===== config.mk =====
export PLATFORM = sky130hd
export DESIGN_NAME = lsu_mem_ctrl_flat
export DESIGN_NICKNAME = d
export VERILOG_FILES = /design/src/rtl/cpu_mem_pkg.sv /design/src/rtl/lsu_mem_ctrl_if.sv /design/src/rtl/lsu_align.sv /design/src/rtl/lsu_mem_ctrl.sv /design/src/flat_wrapper.sv
export SDC_FILE = /design/constraint.sdc
export NUM_CORES = 1
export LEC_CHECK = 0
export ABC_AREA = 1
export CAP_MARGIN = 5
export CORE_ASPECT_RATIO = 2
export CORE_MARGIN = 2
export CORE_UTILIZATION = 40
export DETAILED_ROUTE_END_ITERATION = 10
export MAX_ROUTING_LAYER = met4
export PLACE_DENSITY_LB_ADDON = 0.05
export SYNTH_ARGS = -nofsm -noshare
export SYNTH_HDL_FRONTEND = slang
export SYNTH_SLANG_ARGS = --single-unit

===== constraint.sdc =====
create_clock -name clk -period 2.4 [get_ports clk]
set_input_delay 0.24 -clock clk [delete_from_list [all_inputs] [get_ports clk]]
set_output_delay 0.24 -clock clk [all_outputs]
set_load 0.01 [all_outputs]

===== src/rtl/cpu_mem_pkg.sv =====
// Shared definitions for the CPU data-memory side: RV32I width codes,
// the load/store controller state encoding and the default ack timeout.
package cpu_mem_pkg;

    localparam logic [2:0] F3_B  = 3'd0;
    localparam logic [2:0] F3_H  = 3'd1;
    localparam logic [2:0] F3_W  = 3'd2;
    localparam logic [2:0] F3_BU = 3'd4;
    localparam logic [2:0] F3_HU = 3'd5;

    localparam int DEFAULT_TIMEOUT = 15;

    typedef enum logic [1:0] {
        IDLE   = 2'd0,
        ACCESS = 2'd1,
        DONE   = 2'd2
    } lsu_state_t;

endpackage


===== src/rtl/lsu_mem_ctrl_if.sv =====
// Bundle of the pipeline request/response handshake and the data-memory bus.
// Handshake: a request transfers on a rising edge where req_valid && req_ready;
// req_ready is high only while the controller is idle. The response is a
// one-cycle rsp_valid strobe with rsp_rdata/rsp_err valid in that cycle.
// The memory completes an access by raising mem_ack for one cycle while a
// strobe is held; mem_rdata is sampled in that same cycle.
// master: the load/store controller. slave: pipeline plus data memory.
interface lsu_mem_ctrl_if;
    logic        req_valid;
    logic        req_ready;
    logic        req_we;
    logic [2:0]  req_funct3;
    logic [31:0] req_addr;
    logic [31:0] req_wdata;
    logic        rsp_valid;
    logic [31:0] rsp_rdata;
    logic        rsp_err;
    logic        busy;
    logic        mem_read;
    logic        mem_write;
    logic [31:0] mem_addr;
    logic [31:0] mem_wdata;
    logic [3:0]  mem_be;
    logic [31:0] mem_rdata;
    logic        mem_ack;

    modport master (
        input  req_valid, req_we, req_funct3, req_addr, req_wdata, mem_rdata, mem_ack,
        output req_ready, rsp_valid, rsp_rdata, rsp_err, busy,
               mem_read, mem_write, mem_addr, mem_wdata, mem_be
    );

    modport slave (
        output req_valid, req_we, req_funct3, req_addr, req_wdata, mem_rdata, mem_ack,
        input  req_ready, rsp_valid, rsp_rdata, rsp_err, busy,
               mem_read, mem_write, mem_addr, mem_wdata, mem_be
    );
endinterface


===== src/rtl/lsu_align.sv =====
// Purely combinational lane logic: byte enables, store-data replication,
// load-data extraction/extension and the illegal-access flag.
module lsu_align
    import cpu_mem_pkg::*;
(
    input  logic [2:0]  funct3,
    input  logic        we,
    input  logic [1:0]  addr_lo,
    input  logic [31:0] wdata,
    input  logic [31:0] rdata,
    output logic [3:0]  be,
    output logic [31:0] wdata_rep,
    output logic [31:0] rdata_ext,
    output logic        illegal
);

    logic [7:0]  rbyte;
    logic [15:0] rhalf;

    // Pick the addressed byte and halfword lanes out of the memory word.
    always_comb begin
        rbyte = 8'h00;
        case (addr_lo)
            2'd0: rbyte = rdata[7:0];
            2'd1: rbyte = rdata[15:8];
            2'd2: rbyte = rdata[23:16];
            2'd3: rbyte = rdata[31:24];
            default: rbyte = 8'h00;
        endcase
        rhalf = addr_lo[1] ? rdata[31:16] : rdata[15:0];
    end

    // Width decode: enables, replication, extension and legality.
    always_comb begin
        be        = 4'b0000;
        wdata_rep = 32'h0;
        rdata_ext = 32'h0;
        illegal   = 1'b0;
        case (funct3)
            F3_B, F3_BU: begin
                be        = 4'b0001 << addr_lo;
                wdata_rep = {4{wdata[7:0]}};
                rdata_ext = (funct3 == F3_B) ? {{24{rbyte[7]}}, rbyte} : {24'h0, rbyte};
            end
            F3_H, F3_HU: begin
                be        = 4'b0011 << {addr_lo[1], 1'b0};
                wdata_rep = {2{wdata[15:0]}};
                rdata_ext = (funct3 == F3_H) ? {{16{rhalf[15]}}, rhalf} : {16'h0, rhalf};
                illegal   = addr_lo[0];
            end
            F3_W: begin
                be        = 4'b1111;
                wdata_rep = wdata;
                rdata_ext = rdata;
                illegal   = |addr_lo;
            end
            default: illegal = 1'b1;
        endcase
        // Stores have no unsigned variants.
        if (we && funct3[2]) begin
            illegal = 1'b1;
        end
    end

endmodule


===== src/rtl/lsu_mem_ctrl.sv =====
// Load/store initiator: takes one pipeline request at a time, runs a
// word-aligned read or write cycle on the data memory and returns the
// extended load data with an error flag (misaligned, illegal width, timeout).
module lsu_mem_ctrl
    import cpu_mem_pkg::*;
#(
    parameter int TIMEOUT = DEFAULT_TIMEOUT
) (
    input  logic           clk,
    input  logic           rst_n,
    lsu_mem_ctrl_if.master bus,
    output lsu_state_t     dbg_state
);

    lsu_state_t  state_q, state_d;
    logic        we_q;
    logic [2:0]  f3_q;
    logic [1:0]  addr_lo_q;
    logic [7:0]  timer_q;
    logic        mem_read_q, mem_write_q;
    logic [31:0] mem_addr_q, mem_wdata_q;
    logic [3:0]  mem_be_q;
    logic [31:0] rsp_rdata_q;
    logic        rsp_err_q;

    logic        accept;
    logic        timed_out;
    logic [2:0]  al_f3;
    logic        al_we;
    logic [1:0]  al_lo;
    logic [3:0]  al_be;
    logic [31:0] al_wdata;
    logic [31:0] al_rdata;
    logic        al_illegal;

    // In IDLE the lane logic judges the incoming request; afterwards it
    // works on the latched request so the load data can be extended.
    always_comb begin
        al_f3     = (state_q == IDLE) ? bus.req_funct3    : f3_q;
        al_we     = (state_q == IDLE) ? bus.req_we        : we_q;
        al_lo     = (state_q == IDLE) ? bus.req_addr[1:0] : addr_lo_q;
        accept    = bus.req_valid && (state_q == IDLE);
        timed_out = (state_q == ACCESS) && !bus.mem_ack && (timer_q == 8'(TIMEOUT - 1));
    end

    lsu_align u_align (
        .funct3    (al_f3),
        .we        (al_we),
        .addr_lo   (al_lo),
        .wdata     (bus.req_wdata),
        .rdata     (bus.mem_rdata),
        .be        (al_be),
        .wdata_rep (al_wdata),
        .rdata_ext (al_rdata),
        .illegal   (al_illegal)
    );

    // State register.
    always_ff @(posedge clk or negedge rst_n) begin
        if (!rst_n) begin
            state_q <= IDLE;
        end else begin
            state_q <= state_d;
        end
    end

    // Next-state decode.
    always_comb begin
        state_d = state_q;
        case (state_q)
            IDLE: begin
                if (accept) begin
                    state_d = al_illegal ? DONE : ACCESS;
                end
            end
            ACCESS: begin
                if (bus.mem_ack || timed_out) begin
                    state_d = DONE;
                end
            end
            DONE:    state_d = IDLE;
            default: state_d = IDLE;
        endcase
    end

    // Request latch, memory-bus registers, ack timer and response registers.
    always_ff @(posedge clk or negedge rst_n) begin
        if (!rst_n) begin
            we_q        <= 1'b0;
            f3_q        <= 3'd0;
            addr_lo_q   <= 2'd0;
            timer_q     <= 8'd0;
            mem_read_q  <= 1'b0;
            mem_write_q <= 1'b0;
            mem_addr_q  <= 32'h0;
            mem_wdata_q <= 32'h0;
            mem_be_q    <= 4'h0;
            rsp_rdata_q <= 32'h0;
            rsp_err_q   <= 1'b0;
        end else begin
            case (state_q)
                IDLE: begin
                    if (accept) begin
                        we_q        <= bus.req_we;
                        f3_q        <= bus.req_funct3;
                        addr_lo_q   <= bus.req_addr[1:0];
                        timer_q     <= 8'd0;
                        rsp_rdata_q <= 32'h0;
                        rsp_err_q   <= al_illegal;
                        // Illegal requests never reach the memory bus.
                        if (!al_illegal) begin
                            mem_read_q  <= ~bus.req_we;
                            mem_write_q <= bus.req_we;
                            mem_addr_q  <= {bus.req_addr[31:2], 2'b00};
                            mem_wdata_q <= al_wdata;
                            mem_be_q    <= al_be;
                        end
                    end
                end
                ACCESS: begin
                    if (bus.mem_ack) begin
                        mem_read_q  <= 1'b0;
                        mem_write_q <= 1'b0;
                        rsp_rdata_q <= we_q ? 32'h0 : al_rdata;
                        rsp_err_q   <= 1'b0;
                    end else if (timed_out) begin
                        mem_read_q  <= 1'b0;
                        mem_write_q <= 1'b0;
                        rsp_rdata_q <= 32'h0;
                        rsp_err_q   <= 1'b1;
                    end else begin
                        timer_q <= timer_q + 8'd1;
                    end
                end
                DONE: begin
                    rsp_rdata_q <= 32'h0;
                    rsp_err_q   <= 1'b0;
                end
                default: begin
                    mem_read_q  <= 1'b0;
                    mem_write_q <= 1'b0;
                end
            endcase
        end
    end

    // Output mapping; response and stall flags decode straight from state.
    always_comb begin
        bus.req_ready = (state_q == IDLE);
        bus.busy      = (state_q != IDLE);
        bus.rsp_valid = (state_q == DONE);
        bus.rsp_rdata = rsp_rdata_q;
        bus.rsp_err   = rsp_err_q;
        bus.mem_read  = mem_read_q;
        bus.mem_write = mem_write_q;
        bus.mem_addr  = mem_addr_q;
        bus.mem_wdata = mem_wdata_q;
        bus.mem_be    = mem_be_q;
        dbg_state     = state_q;
    end

endmodule


===== src/flat_wrapper.sv =====
// flat-port wrapper written by rule: the top's interface ports become plain ports
module lsu_mem_ctrl_flat import cpu_mem_pkg::*;
#(
    parameter int TIMEOUT = DEFAULT_TIMEOUT
)
  (clk, rst_n, dbg_state, bus_req_valid, bus_req_we, bus_req_funct3, bus_req_addr, bus_req_wdata, bus_mem_rdata, bus_mem_ack, bus_req_ready, bus_rsp_valid, bus_rsp_rdata, bus_rsp_err, bus_busy, bus_mem_read, bus_mem_write, bus_mem_addr, bus_mem_wdata, bus_mem_be);
  lsu_mem_ctrl_if bus_i ();
  input  logic clk;
  input  logic rst_n;
  output lsu_state_t dbg_state;
  input wire logic [$bits(bus_i.req_valid)-1:0] bus_req_valid;
  input wire logic [$bits(bus_i.req_we)-1:0] bus_req_we;
  input wire logic [$bits(bus_i.req_funct3)-1:0] bus_req_funct3;
  input wire logic [$bits(bus_i.req_addr)-1:0] bus_req_addr;
  input wire logic [$bits(bus_i.req_wdata)-1:0] bus_req_wdata;
  input wire logic [$bits(bus_i.mem_rdata)-1:0] bus_mem_rdata;
  input wire logic [$bits(bus_i.mem_ack)-1:0] bus_mem_ack;
  output wire logic [$bits(bus_i.req_ready)-1:0] bus_req_ready;
  output wire logic [$bits(bus_i.rsp_valid)-1:0] bus_rsp_valid;
  output wire logic [$bits(bus_i.rsp_rdata)-1:0] bus_rsp_rdata;
  output wire logic [$bits(bus_i.rsp_err)-1:0] bus_rsp_err;
  output wire logic [$bits(bus_i.busy)-1:0] bus_busy;
  output wire logic [$bits(bus_i.mem_read)-1:0] bus_mem_read;
  output wire logic [$bits(bus_i.mem_write)-1:0] bus_mem_write;
  output wire logic [$bits(bus_i.mem_addr)-1:0] bus_mem_addr;
  output wire logic [$bits(bus_i.mem_wdata)-1:0] bus_mem_wdata;
  output wire logic [$bits(bus_i.mem_be)-1:0] bus_mem_be;
  assign bus_i.req_valid = bus_req_valid;
  assign bus_i.req_we = bus_req_we;
  assign bus_i.req_funct3 = bus_req_funct3;
  assign bus_i.req_addr = bus_req_addr;
  assign bus_i.req_wdata = bus_req_wdata;
  assign bus_i.mem_rdata = bus_mem_rdata;
  assign bus_i.mem_ack = bus_mem_ack;
  assign bus_req_ready = bus_i.req_ready;
  assign bus_rsp_valid = bus_i.rsp_valid;
  assign bus_rsp_rdata = bus_i.rsp_rdata;
  assign bus_rsp_err = bus_i.rsp_err;
  assign bus_busy = bus_i.busy;
  assign bus_mem_read = bus_i.mem_read;
  assign bus_mem_write = bus_i.mem_write;
  assign bus_mem_addr = bus_i.mem_addr;
  assign bus_mem_wdata = bus_i.mem_wdata;
  assign bus_mem_be = bus_i.mem_be;
  lsu_mem_ctrl #(.TIMEOUT(TIMEOUT)) u_core (.clk(clk), .rst_n(rst_n), .bus(bus_i), .dbg_state(dbg_state));
endmodule

==> results of run 1 <==
==> final timing paths <==
kind / depth (start not counted) / end / slack, ps
setup / recovery: 11 / u_core.bus.rsp_rdata[2] / 190
hold / removal: 2 / u_core.bus.mem_wdata[28] / 280
setup reg to reg: 11 / u_core.bus.rsp_rdata[2] / 190
hold reg to reg: 2 / u_core.bus.mem_addr[22] / 470
max in group asynchronous: 3 / u_core.bus.rsp_rdata[0] / 1500
min in group clk: 3 / u_core.bus.mem_addr[21] / 380
==> per-layer routing <==
metal | global-route usage (%) | wire length (µm)
met1 | 26.7 | 7330
met2 | 42.3 | 10000
met3 | 4.77 | 963
met4 | 7.76 | 410
met5 | - | 0
==> final cells by class <==
cell class	count	area, µm²	share of cell area, %
clock inverters	15	168	1.83
clock buffers	17	425	4.65
inverters	64	243	2.65
well taps	198	248	2.71
repair buffers	233	2340	25.6
multi-input cells	611	2800	30.6
flip-flops and latches	117	2930	32.0
==> metrics by stage <==
step                hold WS [ps]  cell area, µm²  power [mW]  utilization, %
global placement             180            8530        8.66            55.8
CTS                          277            9140        11.3            59.7
global route                 301            9150        12.1            59.8
floorplan                  -55.6            6230        6.46               -
detailed placement           181            8530        8.69            55.8
finish                       277            9150        11.2            59.8
==> where the power goes <==
group	switching (mW)	leakage, nW	internal, mW
clock	1.03	0.291	1.56
sequential	0.319	1.54	2.56
combinational	3.38	2.78	2.38
==> cell usage in the layout, fill, tap and decap left out, types with 5 or more instances in the layout <==
master and count:
inv_1 63, nand2_1 364, buf_4 18, buf_12 5, o21ai_1 13, clkdlybuf4s50_1 208
a22oi_1 8, inv_6 6, dfrtp_1 117, o21ai_2 24, ha_1 5, clkbuf_16 17
o21ai_0 21, a21oi_1 21, nand4_1 5, nor2_1 63, nand3_1 59, nand2_4 5
==> logic make-up after synthesis <==
group / after synthesis
XOR/XNOR: 3
adder cells (fa/ha/maj): 6
AND/OR/NAND/NOR: 506
other: 1
buffers and inverters: 105
AO/OA/AOI/OAI: 94
flip-flops: 117
==> flip-flops by register name, summed over array words and instances (netlist names), 2 cells and up <==
| name | count |
|---|---|
| u_core.addr_lo_q | 2 |
| u_core.timer_q | 8 |
| u_core.bus.rsp_rdata | 32 |
| u_core.f3_q | 3 |
| u_core.dbg_state | 2 |
| u_core.bus.mem_addr | 30 |
| u_core.bus.mem_be | 4 |
| u_core.bus.mem_wdata | 32 |
==> what timing repair did <==
| item | CTS | global route |
|---|---|---|
| gates resized for setup | 0 | 3 |
| hold endpoints to repair | 21 | 0 |
| endpoints found under the setup margin | 0 | 102 |
| hold buffers | 1 | 0 |
==> critical path, cell delays in order (launching register included) <==
cell	delay (ps)
dfrtp_1	380
inv_1	110
ha_2	320
inv_4	120
nand2_1	80
nand2_1	150
nand3_1	230
nand3_1	340
nand2_1	170
nand3_1	80
nand2_1	70
nand2_1	50
==> results.yml, run 1 <==
sta:
  setup_violations: 0
  fmax_mhz: 453
  fin_ws_ps: 194
  skew_ps: 12.1
  hold_viol_final: 0
  rsz0062_at_grt: "true"
  drv_slew: 0
  period_share_pct: 91.9
  period_needed_ps: 2210
  finalSetupTns_ps: 0
detailed_routing:
  postRouteAntennaNets: 0
  wl_per_cell_um: 14.9
  drt_iter0_drc: 225
  via_count: 5949
  drc: 0
  drt_wl_total_um: 18700
  dr.pass1.iters: 5
  routed_via_density: 4.74
synth:
  synth_warnings: 0
  synthCells: 832
  synth-edff-count: 0
  synthArstFlopShare_pct: 100
  synth_compound_area_share_pct: 9.62
  synth_common_cells: "nand2_1, dfrtp_1, inv_1, nor2_1, nand3_1"
  synth_area_mm2: 0.00623
  synth-xor-area-share_pct: 0.422
  ys_types: 31
  synth_ff_type: "dfrtp_1"
  syn_area_per_cell_um2: 7.48
  synth_mux_area_share_pct: 0
  yosysTopAreaCell: "dfrtp_1"
  synth.area.top_cells: "dfrtp_1, nand2_1, nand3_1"
  synth.most_common_cell: "nand2_1"
  yosys.area_share.adder_pct: 1.21
  synth_top_area_share_pct: 47.0
  synth_top_family_by_area: "simple AND/OR/NAND/NOR gates"
  synth-simple-area-share_pct: 33.3
  seq_area_frac_synth_pct: 47.0
  ys_ff_latch: 117
placement:
  gp_congestion: 0.875
  dp_cells: 1222
  place_worst_setup_slack_ps: 69.6
  hpwl_um: 13800
  port_buffers: 209
grt:
  grt_pass1_vias: 5928
  antenna_found_initial: 0
  grt_overflow_total: 0
  grt_start_max_net_pins: 56
  grt_pass1_wl_um: 30500
  grt.total_usage_pct: 23.9
cts:
  numCtsBuffers: 17
  cts_tree: "built"
  postCtsSetupRepairBufs: 0
  cts_max_level: 4
  cts-root-buf: "clkbuf_16"
  clk_pin_slew_worst_paths_ps: 60
  insertion_delay_ps: 420
  cts_buffer_depth: 2
  cts_num_sinks: 117
floorplan:
  rows: 64
  fp.coreArea_mm2: 0.0153
  die_x_um: 92.2
  start_util_pct: 40.7
  die_area_mm2: 0.0166
  die_h_um: 180
  ios: 212
final_layout:
  nets: 1154
  instances_no_fill: 1255
  area_growth_pct: 46.9
  nFillCells: 1466
  insertedDiodeCount: 0
  drive_gt1_share_pct: 9.08
power:
  power_leakage_nw: 4.61
  power-per-cell-area_mw_per_mm2: 1230
  vdd_drop_max_mv: 0.724
worst_setup_path:
  regToRegStartpoint: "u_core.dbg_state[0]"
  crit_start: "u_core.dbg_state[0]"
  critPathKind: "reg2reg"
  worstPathArrival_ps: 2520
  endpoint_kind: "flop"
  cp_max_fo: 14
  crit_required_ps: 2710
  start_kind: "flop"
run_status:
  status: "complete, no violations"
min_path:
  hp-class: "in2async"
job:
  max_cap_viol_count: 0
Power figures use the tool's default switching activity.
==> run 2, diff against run 1 <==
--- a/config.mk
+++ b/config.mk
@@ -5,12 +5,13 @@
 export SDC_FILE = /design/constraint.sdc
 export NUM_CORES = 1
 export LEC_CHECK = 0
-export ABC_AREA = 1
+export ABC_AREA = 0
 export CAP_MARGIN = 5
 export CORE_ASPECT_RATIO = 2
 export CORE_MARGIN = 2
 export CORE_UTILIZATION = 40
 export DETAILED_ROUTE_END_ITERATION = 10
+export DONT_BUFFER_PORTS = 1
 export MAX_ROUTING_LAYER = met4
 export PLACE_DENSITY_LB_ADDON = 0.05
 export SYNTH_ARGS = -nofsm -noshare
==> run 2 against run 1 <==
The run now ends with hold timing, setup timing left. Synthesized cell count fell by 34%. Power grew 9.6%. Via count fell by 20%. Non-clock buffer count is 121 lower. Cell count is 33% lower. Setup slack got worse by 340 ps. Combinational power increased by 6.1%. Clock-buffer cell count up 3. Largest cell class is now multi-input gates. First-iteration DRC count up 3.1%.
==> results.yml, run 2 <==
placement:
  dp_cells: 741
  port_buffers: 0
  gp_congestion: 0.789
  place_worst_setup_slack_ps: -365
  detailed_place.area_mm2: 0.00618
  hpwl_um: 12300
synth:
  synth_common_cells: "dfrtp_1, nand2_1, nor2_1"
  seq_area_frac_synth_pct: 51.1
  ys_types: 55
  yosysTopAreaCell: "dfrtp_1"
  ys_ff_latch: 117
  synth_ff_type: "dfrtp_1"
  syn_area_per_cell_um2: 10.5
  synth_warnings: 0
  synth-edff-count: 0
  synth_area_mm2: 0.00572
  synth_top_area_share_pct: 51.1
  synth.area.top_cells: "dfrtp_1, mux2_2, o21ai_0"
  synth.most_common_cell: "dfrtp_1"
  synthArstFlopShare_pct: 100
  synthCells: 545
final_layout:
  mostFrequentLayoutCells: "dfrtp_1, nand2_1, buf_4"
  area_growth_pct: 40.7
  instances_no_fill: 840
  drive_gt1_share_pct: 32.4
  insertedDiodeCount: 0
  layout_commonest_cell: "dfrtp_1"
  nets: 748
  finish.instance_area_mm2: 0.00806
worst_setup_path:
  endpoint_kind: "flop"
  cp_slowest_cell: "dfrtp_2"
  start_kind: "flop"
  cp_max_fo: 8
  cp_top_family: "buffers and inverters"
  crit_path_max_incr_delay_ps: 410
  path_buf_inv: 5
  cp_common_cell: "buf_12"
  crit_required_ps: 2700
  critPathKind: "reg2reg"
  worstPathArrival_ps: 2850
  path_cells: "inv_2 > ha_4 > or3b_4 > a21o_1 > a2111oi_4 > buf_6 > buf_12 > buf_12 > buf_16 > mux2_4"
power:
  power-per-cell-area_mw_per_mm2: 1530
  power_leakage_nw: 3.38
  vdd_drop_max_mv: 0.704
detailed_routing:
  routed_via_density: 5.69
  postRouteAntennaNets: 0
  drt_wl_total_um: 19100
  dr.pass1.iters: 4
  via_count: 4778
  drc: 0
  wl_per_cell_um: 22.7
  drt_iter0_drc: 232
grt:
  grt_start_max_net_pins: 118
  grt_pass1_vias: 4994
  antenna_found_initial: 0
  grt_pass1_wl_um: 28300
  grt_overflow_total: 0
  grt.total_usage_pct: 25.3
floorplan:
  ios: 212
  die_h_um: 173
  die_area_mm2: 0.0153
  die_x_um: 88.6
  fp.coreArea_mm2: 0.0140
  rows: 61
  start_util_pct: 41.0
cts:
  numCtsBuffers: 17
  insertion_delay_ps: 420
  cts_max_level: 4
  clk_pin_slew_worst_paths_ps: 60
  cts_tree: "built"
  cts_num_sinks: 117
  cts_buffer_depth: 2
  cts_hold_buf: 42
  cts-root-buf: "clkbuf_16"
sta:
  drv_slew: 0
  slew_headroom_pct: 40.4
  period_needed_ps: 2550
  fmax_mhz: 393
  skew_ps: 10.9
  tightest_slew_ps: 869
  fin_ws_ps: -146
  period_share_pct: 106
  hold_viol_final: 117
  setup_violations: 66
  rsz0062_at_grt: "true"
  holdWs_ps: -484
min_path:
  hp-class: "in2async"
job:
  max_cap_viol_count: 0
run_status:
  status: "finished, violations left"
  violations: "hold timing, setup timing"
## run 2: changes by cell type after synthesis, moves of 13 or more
cell	delta
a22oi_1	+16
inv_1	-54
nor2_1	-19
nand3_1	-48
a21oi_1	+13
mux2_2	+30
a211oi_1	+16
nand2_1	-310
o21ai_0	+22
mux2_1	+15
o21ai_2	-24
## run 2: path summary, 6_finish.rpt
check / startpoint / endpoint / cells past startpoint / slack [ps]
worst max register to register: u_core.dbg_state[1] / u_core.bus.mem_addr[17] / 10 / -150
min in group clk: bus_req_addr[0] / u_core.addr_lo_q[0] / 2 / 20
worst min register to register: u_core.bus.rsp_rdata[21] / u_core.bus.rsp_rdata[21] / 2 / 560
worst min-delay path: rst_n / u_core.bus.mem_addr[28] / 0 / -480
worst max-delay path: u_core.dbg_state[1] / u_core.bus.mem_addr[17] / 10 / -150
max in group asynchronous: rst_n / u_core.dbg_state[1] / 0 / 2710
## run 2: repair_timing
item                                   CTS  global route
gates resized for setup                 80            54
endpoints found under the hold margin  160           117
setup endpoints to repair               92            84
pin swaps                                5             2
gates cloned                             6             1
buffers inserted                        16             3
## run 2: report_power, final
group | switching, mW | total [mW] | internal, mW | leakage, nW
clock | 0.935 | 2.59 | 1.66 | 0.286
combinational | 2.92 | 6.11 | 3.19 | 1.63
sequential | 0.921 | 3.61 | 2.69 | 1.46
## run 2: cells by family (layout without fill, tap and decap cells)
| kind of cell | count (synthesis) | after routing | synth area share, % |
|---|---|---|---|
| compound gates | 171 | 171 | 20.4 |
| simple gates | 145 | 145 | 11.7 |
| buf+inv | 48 | 153 | 4.33 |
| flops | 117 | 117 | 51.1 |
| fa+ha+maj | 6 | 6 | 1.31 |
| other cells | 1 | 2 | 0.0655 |
| mux | 57 | 57 | 11.1 |
## run 2: area by class of cell
class / count / area, µm²
fill: 1201 / 5910
multi-input combinational: 381 / 3020
sequential: 117 / 2930
timing repair buffer: 112 / 1230
clock buffer: 20 / 447
tap: 189 / 236
clock inverter: 12 / 154
inverter: 9 / 33.8
## run 2: worst register-to-register path: cells and delay by family, from the launching register on
kind | cells | cell delay, ps
mux | 1 | 310
fa+ha+maj | 1 | 180
flops | 1 | 410
buf+inv | 5 | 600
simple gates | 1 | 390
compound gates | 2 | 550
## run 2: stage by stage
step / utilization, % / setup TNS (ps) / power [mW]
after global routing: 57.7 / -10820 / 13.0
final: 57.7 / -5580 / 12.3
after global placement: 44.2 / -14860 / 7.80
after floorplan: - / -58.7 / 6.48
after CTS: 55.9 / -5700 / 11.8
after detailed placement: 44.2 / -20130 / 7.90
## run 2: per-layer routing
layer / global-route usage, % / vias up / wire (µm)
met5: - / - / 0
met4: 11.0 / 0 / 500
met3: 6.59 / 29 / 1240
met2: 43.7 / 177 / 10700
met1: 26.2 / 2374 / 6680
li1: - / 2198 / -
